File: config.mk
export PLATFORM = sky130hd
export DESIGN_NAME = ps2_scan_receiver
export DESIGN_NICKNAME = d
export VERILOG_FILES = /design/src/rtl/ps2_pkg.sv /design/src/rtl/ps2_sync_edge.sv /design/src/rtl/ps2_scan_receiver.sv
export SDC_FILE = /design/constraint.sdc
export NUM_CORES = 1
export LEC_CHECK = 0
export ABC_AREA = 1
export ABC_CLOCK_PERIOD_IN_PS = 4000
export BUFFER_PORTS_ARGS = -buffer_cell sky130_fd_sc_hd__buf_2
export CAP_MARGIN = 10
export CORE_MARGIN = 1.5
export CORE_UTILIZATION = 49
export DETAILED_ROUTE_END_ITERATION = 6
export PLACE_DENSITY = 0.72
export REMOVE_ABC_BUFFERS = 1
export SLEW_MARGIN = 20
export SYNTH_ARGS = -nofsm -noshare
export SYNTH_HDL_FRONTEND = slang
export SYNTH_HIERARCHICAL = 1
export SYNTH_SLANG_ARGS = --single-unit
File: constraint.sdc
create_clock -name clk -period 4 [get_ports clk]
set_clock_uncertainty 0.2 [all_clocks]
set_input_delay 0.2 -clock clk [delete_from_list [all_inputs] [get_ports clk]]
set_output_delay 0.2 -clock clk [all_outputs]
set_load 0.01 [all_outputs]
File: src/rtl/ps2_pkg.sv
// ps2_pkg: shared definitions for the PS/2 scan-code receiver.
//   - ps2_state_t : frame FSM state encoding (IDLE=0, DATA=1, PARITY=2, STOP=3)
//   - PS2_BREAK_CODE / PS2_EXT_CODE : prefix codes, which are passed through untouched
//   - PS2_START_LVL / PS2_STOP_LVL  : line levels of the start and stop bits
//   - ps2_parity_odd() : true when data plus parity bit carry an odd number of 1s
package ps2_pkg;

  typedef enum logic [1:0] {
    ST_IDLE   = 2'd0,
    ST_DATA   = 2'd1,
    ST_PARITY = 2'd2,
    ST_STOP   = 2'd3
  } ps2_state_t;

  localparam logic [7:0] PS2_BREAK_CODE = 8'hF0;
  localparam logic [7:0] PS2_EXT_CODE   = 8'hE0;

  localparam logic PS2_START_LVL = 1'b0;
  localparam logic PS2_STOP_LVL  = 1'b1;

  function automatic logic ps2_parity_odd(input logic [7:0] data, input logic par);
    return ^{data, par};
  endfunction

endpackage

File: src/rtl/ps2_sync_edge.sv
// ps2_sync_edge: brings the raw PS/2 pins into the clk domain.
// Both pins pass through a 2-FF synchroniser; one extra register on the
// clock path detects its falling edge. All flops reset to 1, the idle bus
// level, so leaving reset with an idle bus never produces a spurious edge.
// Ports:
//   clk       in   system clock, rising edge
//   reset_n   in   asynchronous active-low reset
//   ps2_clk   in   raw PS/2 clock pin
//   ps2_data  in   raw PS/2 data pin
//   sync_data out  synchronised data pin
//   fall      out  one-cycle pulse on a synchronised ps2_clk falling edge
module ps2_sync_edge (
  input  logic clk,
  input  logic reset_n,
  input  logic ps2_clk,
  input  logic ps2_data,
  output logic sync_data,
  output logic fall
);

  logic clk_meta;
  logic clk_sync;
  logic clk_prev;
  logic data_meta;
  logic data_sync;

  // Synchroniser chains plus the delayed clock copy used for edge detection.
  always_ff @(posedge clk or negedge reset_n) begin
    if (!reset_n) begin
      clk_meta  <= 1'b1;
      clk_sync  <= 1'b1;
      clk_prev  <= 1'b1;
      data_meta <= 1'b1;
      data_sync <= 1'b1;
    end else begin
      clk_meta  <= ps2_clk;
      clk_sync  <= clk_meta;
      clk_prev  <= clk_sync;
      data_meta <= ps2_data;
      data_sync <= data_meta;
    end
  end

  assign sync_data = data_sync;
  assign fall      = clk_prev & ~clk_sync;

endmodule

File: src/rtl/ps2_scan_receiver.sv
// ps2_scan_receiver: deserialises PS/2 keyboard frames (start, 8 data bits
// LSB first, parity, stop) into 8-bit scan codes. Prefix codes such as 0xF0
// and 0xE0 are delivered as ordinary codes for the downstream mapper.
// Optional build macro: PS2_PARITY_CHECK_EN -- when defined, odd parity is
// enforced and a parity failure drops the frame; otherwise the parity bit
// is ignored and only the stop bit gates acceptance.
// Parameters:
//   TIMEOUT_CYCLES  clk cycles without a ps2_clk fall mid-frame before the
//                   frame is abandoned
// Ports:
//   clk             in   system clock, rising edge
//   reset_n         in   asynchronous active-low reset
//   ps2_clk         in   raw PS/2 clock pin (asynchronous)
//   ps2_data        in   raw PS/2 data pin (asynchronous)
//   scan_code       out  last good scan code, held until the next good frame
//   scan_code_ready out  one-cycle strobe when scan_code updates
//   frame_err       out  one-cycle strobe when a frame is dropped
module ps2_scan_receiver
  import ps2_pkg::*;
#(
  parameter int TIMEOUT_CYCLES = 200000
) (
  input  logic       clk,
  input  logic       reset_n,
  input  logic       ps2_clk,
  input  logic       ps2_data,
  output logic [7:0] scan_code,
  output logic       scan_code_ready,
  output logic       frame_err
);

  localparam int TMO_W = $clog2(TIMEOUT_CYCLES + 1);
  localparam logic [TMO_W-1:0] TMO_LAST = TMO_W'(TIMEOUT_CYCLES - 1);
  localparam logic [TMO_W-1:0] TMO_MAX  = TMO_W'(TIMEOUT_CYCLES);

  logic sync_data;
  logic fall;

  ps2_sync_edge u_sync_edge (
    .clk       (clk),
    .reset_n   (reset_n),
    .ps2_clk   (ps2_clk),
    .ps2_data  (ps2_data),
    .sync_data (sync_data),
    .fall      (fall)
  );

  ps2_state_t       state, state_next;
  logic [2:0]       bit_cnt, bit_cnt_next;
  logic [7:0]       shift_reg, shift_next;
  logic [7:0]       code_next;
  logic             ready_next;
  logic             err_next;
  logic [TMO_W-1:0] tmo_cnt, tmo_next;
  logic             parity_ok;

`ifdef PS2_PARITY_CHECK_EN
  logic parity_bit, parity_next;
  assign parity_ok = ps2_parity_odd(shift_reg, parity_bit);
`else
  assign parity_ok = 1'b1;
`endif

  // Next-state logic. Frame bits are only acted on in cycles with a clock
  // fall; a fall also beats a simultaneous timeout.
  always_comb begin
    state_next   = state;
    bit_cnt_next = bit_cnt;
    shift_next   = shift_reg;
    code_next    = scan_code;
    ready_next   = 1'b0;
    err_next     = 1'b0;
`ifdef PS2_PARITY_CHECK_EN
    parity_next  = parity_bit;
`endif

    if (state == ST_IDLE || fall) begin
      tmo_next = '0;
    end else if (tmo_cnt != TMO_MAX) begin
      tmo_next = tmo_cnt + 1'b1;
    end else begin
      tmo_next = tmo_cnt;
    end

    if (fall) begin
      unique case (state)
        ST_IDLE: begin
          if (sync_data == PS2_START_LVL) begin
            state_next   = ST_DATA;
            bit_cnt_next = '0;
          end
        end
        ST_DATA: begin
          shift_next   = {sync_data, shift_reg[7:1]};
          bit_cnt_next = bit_cnt + 3'd1;
          if (bit_cnt == 3'd7) begin
            state_next = ST_PARITY;
          end
        end
        ST_PARITY: begin
`ifdef PS2_PARITY_CHECK_EN
          parity_next = sync_data;
`endif
          state_next = ST_STOP;
        end
        ST_STOP: begin
          if (sync_data == PS2_STOP_LVL && parity_ok) begin
            code_next  = shift_reg;
            ready_next = 1'b1;
          end else begin
            err_next = 1'b1;
          end
          state_next = ST_IDLE;
        end
        default: state_next = ST_IDLE;
      endcase
    end else if (state != ST_IDLE && tmo_cnt >= TMO_LAST) begin
      // Keyboard stopped clocking mid-frame: abandon it.
      state_next = ST_IDLE;
      err_next   = 1'b1;
      tmo_next   = '0;
    end
  end

  // State and output registers; outputs are registered so strobes are glitch-free.
  always_ff @(posedge clk or negedge reset_n) begin
    if (!reset_n) begin
      state           <= ST_IDLE;
      bit_cnt         <= '0;
      shift_reg       <= '0;
      scan_code       <= '0;
      scan_code_ready <= 1'b0;
      frame_err       <= 1'b0;
      tmo_cnt         <= '0;
`ifdef PS2_PARITY_CHECK_EN
      parity_bit      <= 1'b0;
`endif
    end else begin
      state           <= state_next;
      bit_cnt         <= bit_cnt_next;
      shift_reg       <= shift_next;
      scan_code       <= code_next;
      scan_code_ready <= ready_next;
      frame_err       <= err_next;
      tmo_cnt         <= tmo_next;
`ifdef PS2_PARITY_CHECK_EN
      parity_bit      <= parity_next;
`endif
    end
  end

endmodule

==> flow_metrics.tcl <==
set metrics [dict create \
    core_sq_um 4120 \
    dr.pass1.iters 4 \
    hold_path.class "flop to flop" \
    tightestPinTransition_ns 0.550 \
    path_max_fanout 5 \
    synth_warnings 6 \
    fmax_mhz 540 \
    syn-instance-count 246 \
    yosysMostFrequentCell "nand2_1" \
    clk_latency_ns 0.31 \
    via_per_inst 4.90 \
    port_buffers 13 \
    maxCapViolCount 0 \
    rsz0062_at_grt "no" \
    crit_required_ns 4.00 \
    synth_commonest_cells "nand2_1, dfrtp_1, inv_1" \
    cp_slowest_cell "dfrtp_1" \
    maxSlewViolCount 0 \
    cts_root_buf "clkbuf_8" \
    wire_per_inst_um 11.8 \
    dp_hpwl_um 2550 \
    crit_top_cell "nand2_1" \
    period_share 0.463 \
    p_per_area_nw_per_um2 501 \
    criticalPathCategory "flop to flop" \
    clock_sinks 46 \
    vdd_drop_max_v 0.000295 \
    fin_tns_setup_ns 0 \
    placed_area_sq_um 2260 \
    leakage_nw 1.16 \
    nets 276 \
    yosysTopAreaCell "dfrtp_1" \
    vias 1548 \
    cts_setup_buffers 0 \
    start_util 0.525 \
    final_cell_area_sq_um 2430 \
    yosysSeqAreaShare 0.536 \
    cts_buffer_depth 2 \
    ant_nets 0 \
    diodes 0 \
    path_buf_inv 0 \
    grt_pass1_vias 1561 \
    cts_resized 0 \
    largest_register_ffs 18 \
    htreeDepth 2 \
    die_y_um 69.4 \
    grt.overflow.total 0 \
    status "finished, final reports clean" \
    synth_seq_cells 46 \
    area_delta_synth_final_pct 12.7 \
    cp.arrival_ns 1.85 \
    cp-start-kind "flop" \
    synth.area.top_cells "dfrtp_1, nand2_1, dfstp_2" \
    crit_family "simple AND/OR/NAND/NOR gates" \
    synth_flop_cell "dfrtp_1" \
    rows 23 \
    grt_max_degree 47 \
    gp_congestion 0.786 \
    relSlewSlack 0.634 \
    n_fill_cell 353 \
    die_x_um 69.4 \
    synth_top_area_frac 0.475 \
    globalRouteTotalUtil 0.168 \
    detail_route.wirelength_um 3720 \
    cts_tree "built" \
    path_clk_slew_ns 0.09 \
    path_cells "ha_1, nand2_2, nor3_4, nand3_1, nand2_1, nand2_1, nand2_1, nand2_1, nand2_1, nand2_1" \
    endpoint_kind "flop" \
    antenna_found_initial 0 \
    async_reset_ff_frac 1.00 \
    slowest_delay_ns 0.40 \
    finalSetupViolCount 0 \
    synthesis.area_sq_um 2160 \
    hold_viol 0 \
    first_iter_violations 90 \
    synth-edff-count 0 \
    ys_types 29 \
    die_area_sq_um 4820 \
    drive_above_1_share 0.132 \
    num_io_pins 14 \
    cts_made_buffers 5 \
    min_period_ns 1.85 \
    grt_pass1_wl_um 6520 \
    avgSynthCellArea_sq_um 8.78 \
    drcViolationCount 0 \
]
layer usage:
metal,share of wire,GRT usage,vias to the layer above,wire (um)
li1,-,-,816,-
met1,0.49,0.209,713,1840
met2,0.47,0.280,11,1730
met3,0.019,0.0349,8,69
met4,0.021,0.0784,0,80
met5,0,0,-,0
repair_timing:
item,in CTS,in global routing
endpoints found under the setup margin,0,0
hold buffers,3,0
hold endpoints to repair,43,0
through the flow:
step	hold WS, ns	utilization	cells	setup WS (ns)	power, mW
after floorplan	-0.296	-	242	2.33	0.744
after global placement	0.107	0.550	305	2.21	0.808
after detailed placement	0.107	0.550	305	2.15	0.818
after CTS	0.160	0.591	316	2.14	1.24
after global routing	0.161	0.592	316	1.94	1.30
final	0.158	0.592	316	2.15	1.22
path summary, 6_finish.rpt:
kind	from	end	slack, ns	cells after the start
max reg2reg	tmo_cnt[0]	state[1]	2.15	10
max in group asynchronous	reset_n	u_sync_edge/clk_sync	3.00	2
min	u_sync_edge/data_meta	u_sync_edge/sync_data	0.16	0
min in group asynchronous	reset_n	tmo_cnt[5]	0.22	2
min reg2reg	u_sync_edge/data_meta	u_sync_edge/sync_data	0.16	0
max	tmo_cnt[0]	state[1]	2.15	10
placed cells by master (no fill, tap or decap), types with 2 or more instances in the layout:
master and instances:
a21oi_1 7, buf_2 12, bufinv_16 2, clkbuf_8 5, dfrtp_1 41, dfstp_2 5, dlygate4sd3_1 3, ha_1 7
inv_1 31, nand2_1 57, nand2_2 2, nand3_1 10, nand4_1 2, nor2_1 29, nor3_1 7, nor3_4 2
nor3b_1 3, o21ai_0 24, xor2_1 4
kinds of logic (layout without fill, tap and decap cells):
family,after synthesis,in the layout,share of synthesized area
AND/OR/NAND/NOR,117,117,0.250
flip-flops,46,46,0.536
AO/OA/AOI/OAI,34,34,0.0822
buffers and inverters,36,56,0.0666
adder cells (fa/ha/maj),7,7,0.0405
XOR/XNOR,5,5,0.0203
multiplexers,1,1,0.00463
area by class of cell:
type,count,area [sq um],share of cell area
clock inverter,3,68.8,0.0283
clock buffer,5,68.8,0.0283
timing repair buffer,16,97.6,0.0401
tap,50,62.6,0.0257
multi-input combinational,164,860,0.353
sequential,46,1160,0.475
inverter,32,120,0.0493
report_power, final:
| group | internal [mW] | switching, mW |
|---|---|---|
| combinational | 0.0812 | 0.143 |
| sequential | 0.537 | 0.0458 |
| clock | 0.250 | 0.163 |
| total | 0.869 | 0.352 |
Power figures use the tool's default switching activity.
